===== src/rtl/mem_stage.sv =====
// MEM stage of the 5-stage ARM pipeline: wait-stated data memory, MEM/WB register, ready/freeze handshake.
// Optional MEM-stage forwarding outputs are enabled by defining MEM_STAGE_FWD_EN.
module mem_stage #(
    parameter int MEM_WORDS   = 64,
    parameter int ADDR_BASE   = 1024,
    parameter int WAIT_CYCLES = 3
) (
    input  logic        clk,
    input  logic        rst,
    input  logic        wb_en_in,
    input  logic        mem_r_en_in,
    input  logic        mem_w_en_in,
    input  logic [31:0] ALU_result_in,
    input  logic [3:0]  wb_reg_dest_in,
    input  logic [31:0] val_rm_in,
`ifdef MEM_STAGE_FWD_EN
    output logic        fwd_wb_en,
    output logic [3:0]  fwd_dest,
    output logic [31:0] fwd_val,
`endif
    output logic        ready,
    output logic        wb_en_out,
    output logic        mem_r_en_out,
    output logic [31:0] ALU_result_out,
    output logic [31:0] mem_data_out,
    output logic [3:0]  wb_reg_dest_out
);

    localparam int IDX_W = $clog2(MEM_WORDS);
    localparam int CNT_W = (WAIT_CYCLES > 1) ? $clog2(WAIT_CYCLES) : 1;
    localparam logic [32:0] LO_ADDR = 33'(ADDR_BASE);
    localparam logic [32:0] HI_ADDR = 33'(ADDR_BASE) + 33'(4 * MEM_WORDS);
    localparam logic [CNT_W-1:0] CNT_LOAD = (WAIT_CYCLES > 0) ? CNT_W'(WAIT_CYCLES - 1) : '0;

    typedef enum logic {IDLE, WAIT} state_t;

    state_t            state, next_state;
    logic [CNT_W-1:0]  cnt, next_cnt;
    logic [31:0]       mem [MEM_WORDS];
    logic              req;
    logic              in_range;
    logic [31:0]       offset;
    logic [IDX_W-1:0]  idx;
    logic [31:0]       rd_data;

    assign req      = mem_r_en_in | mem_w_en_in;
    assign in_range = ({1'b0, ALU_result_in} >= LO_ADDR) && ({1'b0, ALU_result_in} < HI_ADDR);
    assign offset   = ALU_result_in - 32'(ADDR_BASE);
    assign idx      = IDX_W'(offset >> 2);
    assign rd_data  = in_range ? mem[idx] : 32'd0;

    always_ff @(posedge clk or negedge rst) begin
        if (!rst) begin
            state <= IDLE;
            cnt   <= '0;
        end else begin
            state <= next_state;
            cnt   <= next_cnt;
        end
    end

    // ready doubles as the commit strobe: it is high only on the edge where the access completes
    always_comb begin
        next_state = state;
        next_cnt   = cnt;
        ready      = 1'b1;
        case (state)
            IDLE: begin
                if (req && (WAIT_CYCLES > 0)) begin
                    ready      = 1'b0;
                    next_cnt   = CNT_LOAD;
                    next_state = WAIT;
                end
            end
            WAIT: begin
                if (cnt != '0) begin
                    ready    = 1'b0;
                    next_cnt = cnt - 1'b1;
                end else begin
                    next_state = IDLE;
                end
            end
            default: next_state = IDLE;
        endcase
    end

    always_ff @(posedge clk or negedge rst) begin
        if (!rst) begin
            for (int i = 0; i < MEM_WORDS; i++) begin
                mem[i] <= '0;
            end
        end else if (ready && mem_w_en_in && in_range) begin
            mem[idx] <= val_rm_in;
        end
    end

    // Stall edges load a bubble so WB never sees a half-finished access
    always_ff @(posedge clk or negedge rst) begin
        if (!rst) begin
            wb_en_out       <= 1'b0;
            mem_r_en_out    <= 1'b0;
            ALU_result_out  <= '0;
            mem_data_out    <= '0;
            wb_reg_dest_out <= '0;
        end else if (ready) begin
            wb_en_out       <= wb_en_in;
            mem_r_en_out    <= mem_r_en_in;
            ALU_result_out  <= ALU_result_in;
            mem_data_out    <= mem_r_en_in ? rd_data : 32'd0;
            wb_reg_dest_out <= wb_reg_dest_in;
        end else begin
            wb_en_out       <= 1'b0;
            mem_r_en_out    <= 1'b0;
            ALU_result_out  <= '0;
            mem_data_out    <= '0;
            wb_reg_dest_out <= '0;
        end
    end

`ifdef MEM_STAGE_FWD_EN
    // Load data is not available until the commit edge, so loads never forward from here
    assign fwd_wb_en = wb_en_in & ready & ~mem_r_en_in;
    assign fwd_dest  = wb_reg_dest_in;
    assign fwd_val   = ALU_result_in;
`endif

endmodule


===== config.mk =====
export PLATFORM = sky130hd
export DESIGN_NAME = mem_stage
export DESIGN_NICKNAME = d
export VERILOG_FILES = /design/src/rtl/mem_stage.sv
export SDC_FILE = /design/constraint.sdc
export NUM_CORES = 2
export LEC_CHECK = 0
export ABC_AREA = 1
export BUFFER_PORTS_ARGS = -buffer_cell sky130_fd_sc_hd__buf_2
export CORE_MARGIN = 1.5
export CORE_UTILIZATION = 25
export CTS_CLUSTER_DIAMETER = 60
export CTS_CLUSTER_SIZE = 25
export DETAILED_ROUTE_END_ITERATION = 10
export SETUP_SLACK_MARGIN = 0.05
export SLEW_MARGIN = 20
export SYNTH_ARGS = -nofsm -noshare
export SYNTH_HDL_FRONTEND = slang
export SYNTH_SLANG_ARGS = --single-unit

===== constraint.sdc =====
create_clock -name clk -period 2.7 [get_ports clk]
set_input_delay 0.405 -clock clk [delete_from_list [all_inputs] [get_ports clk]]
set_output_delay 0.405 -clock clk [all_outputs]
set_load 0.02 [all_outputs]

==> run metrics <==
status finished clean; Setup Skew 43.3 ps; Initial DRC Count 7592; Avg Cell Area, Syn 7.91 µm²; Area Overhead vs Synth 15.9%; final non-filler cell total 17200; post-synthesis async set-or-reset flop share 100%; Multi-input gate area 37800 µm²; hpwl dp 204 mm; DP Worst Slack -196 ps; worst hold path cell count 4; Hold Fails Final Rpt 0; NetSw 18.3 mW; cell area power density 573 nW/µm²; clock-pin slew on the worst setup and hold paths 90 ps; dpl cells 16900; CP required 3410 ps; final wirelength 330 mm; die height 624 µm; clk sinks 2121; Peak Freq 0.402 GHz; GRT Overall Usage 16.6%; fill cell count 40800; setup ws final 214 ps; fin nets 12100; total CTS buffers 153; WHS 23.2 ps; Hold Path Sink mem[564]; Core ar. 383000 µm²; total power draw 64.1 mW; CP Capture Type flip-flop; Lkg Pwr 50.2 nW; post-route cell area 112000 µm²; Peak VDD IR 455 µV; commonest cells in the netlist nand2_1, dfrtp_1, o21ai_0; Main synth FF type dfrtp_1; DP Area 106000 µm²; Switching Share 28.6%; Synthesized Nets 12300; Via density 4.70; Pins Over Slew Limit 0; most numerous cell in the Yosys netlist nand2_1; Min-Delay Startpoint val_rm_in[20]; Reg2Reg Capture Point mem[632]; CTS tree yes; Mapped Area 96500 µm²; R2R Setup Slk 210 ps; crit path max fanout 64; Routed WL per cell 19.1 µm; post-synthesis sequential area ratio 55.0%; Syn. warnings 0; Initial Utilization 25.2%; Post-Syn Instances 12200; clock power share 40.0%; r2r startpoint cnt[0]; initial antenna violation count 10; worst slew pin tran 992 ps; DRC 0; Die Width 624 µm; Worst Path Arrival 3200 ps; largest net degree at the start of global routing 134; r2r worst-path depth 14; Internal Power 45.8 mW; Comb power frac 10.0%; Buffers on Ports 143; startpoint types flip-flop; vias in the first global route 76600; clock latency on the worst-skew pair 890 ps; Final ANT Viol Nets 0; cell taking the most area after synthesis dfrtp_1; max_slew headroom 33.9%; Clock Root Buffer clkbuf_16; Congestion Overflow GR 0; register area 53100 µm²; Final period util 92.1%; Max Root-Sink Buffers 4; worst hold path class in -> reg; Max Cap Violations 0; I/O pin count 144; Synth area leaders dfrtp_1, nand2_1, o21ai_0; DR pass1 iterations 6; H-Tree Depth 4; unrepaired setup endpoints after global routing no; crit path kind reg -> reg; share of layout cells above drive strength 1 8.56%; Final setup viols 0; DR vias 81000; EDFF count, synth 0; Synth top area share 55.0%; DIE AREA 390000 µm²; first-pass GRT wire length 500 mm; Final GP Congestion 0.861; Final Critical Period 2490 ps; Synth cell types 28; standard-cell rows 227; FF+latch count, synth 2121; sequential share of power 50.0%
==> sequential cells by signal, summed over array words and instances (netlist names) <==
| name | cells |
|---|---|
| mem_data_out | 32 |
| state | 1 |
| mem_r_en_out | 1 |
| cnt | 2 |
| wb_en_out | 1 |
| wb_reg_dest_out | 4 |
| mem | 2048 |
| ALU_result_out | 32 |
==> worst max-delay path: stages (launching register included) <==
cell and delay [ps]:
dfrtp_1 390, inv_1 60, ha_1 130, inv_1 30, nand2_1 100, o21ai_4 80, inv_2 80, nand2_2 100
nor2_8 290, buf_12 280, buf_12 170, nand3_4 70, buf_12 180, nand2_1 120, o21ai_0 90
==> logic make-up after synthesis <==
| kind of cell | after synthesis | synth area share [%] |
|---|---|---|
| DFF | 2121 | 55.0 |
| adders and majority gates | 1 | 0.0130 |
| and+or+nand+nor | 6259 | 26.4 |
| buffers and inverters | 1382 | 5.91 |
| AOI/OAI and AO/OA | 2440 | 12.7 |
==> metal layers <==
| metal | track usage [%] | up-vias | wire length [µm] |
|---|---|---|---|
| li1 | - | 38700 | - |
| met1 | 21.8 | 39200 | 140000 |
| met2 | 26.9 | 2529 | 151000 |
| met3 | 2.17 | 503 | 20800 |
| met4 | 8.05 | 0 | 17800 |
| met5 | 0 | - | 0 |
==> area by class of cell <==
class / instances / share of cell area, %
well taps: 5038 / 5.64
clock inverters: 95 / 1.14
multi-input cells: 8700 / 33.8
repair buffers: 689 / 6.95
flip-flops and latches: 2121 / 47.5
clock buffers: 168 / 3.61
inverters: 393 / 1.34
diodes: 34 / 0.0761
==> through the flow <==
step                      setup TNS, ps  utilization (%)
after floorplan                       0                -
after global placement             -438             27.7
after detailed placement           -473             27.7
after CTS                             0             29.2
after global routing                  0             29.2
final                                 0             29.2
==> power by group through the flow <==
stage / clock network (mW) / logic [mW] / registers (mW)
final: 25.6 / 6.43 / 32.0
after CTS: 26.2 / 6.44 / 32.0
after detailed placement: 0 / 6.39 / 32.7
after global routing: 27.3 / 6.95 / 32.1
after global placement: 0 / 6.38 / 32.7
after floorplan: 0 / 2.55 / 32.9
==> what timing repair did <==
| item | in CTS | in global routing |
|---|---|---|
| setup endpoints to repair | 0 | 6 |
| endpoints found under the hold margin | 503 | 0 |
| hold buffers | 34 | 0 |
| setup buffers | 0 | 0 |
| resized for setup | 0 | 0 |
==> worst max-delay path by stage <==
| stage | startpoint | to | slack [ps] |
|---|---|---|---|
| global placement | ALU_result_in[2] | mem_data_out[2] | -170 |
| floorplan | cnt[0] | mem[1261] | 620 |
| finish | cnt[0] | mem[632] | 210 |
| detailed placement | ALU_result_in[2] | mem_data_out[2] | -200 |
| CTS | cnt[0] | mem[733] | 210 |
| global route | cnt[0] | mem[718] | 70 |
==> placed cells by master, fill, tap and decap left out, drive strengths merged <==
cell / synthesis / routed
o21ai: 2403 / 2403
nand3: 626 / 626
nor2: 853 / 853
nor3: 6 / 6
dfrtp: 2121 / 2121
a21oi: 37 / 37
nand4: 117 / 117
inv: 361 / 451
clkinv: 32 / 29
clkbuf: 611 / 168
buf: 378 / 655
bufinv: 0 / 5
nand2: 4657 / 4657
diode: 0 / 34
clkinvlp: 0 / 3
ha: 1 / 1
dlygate4sd3: 0 / 34
Power figures use the tool's default switching activity.
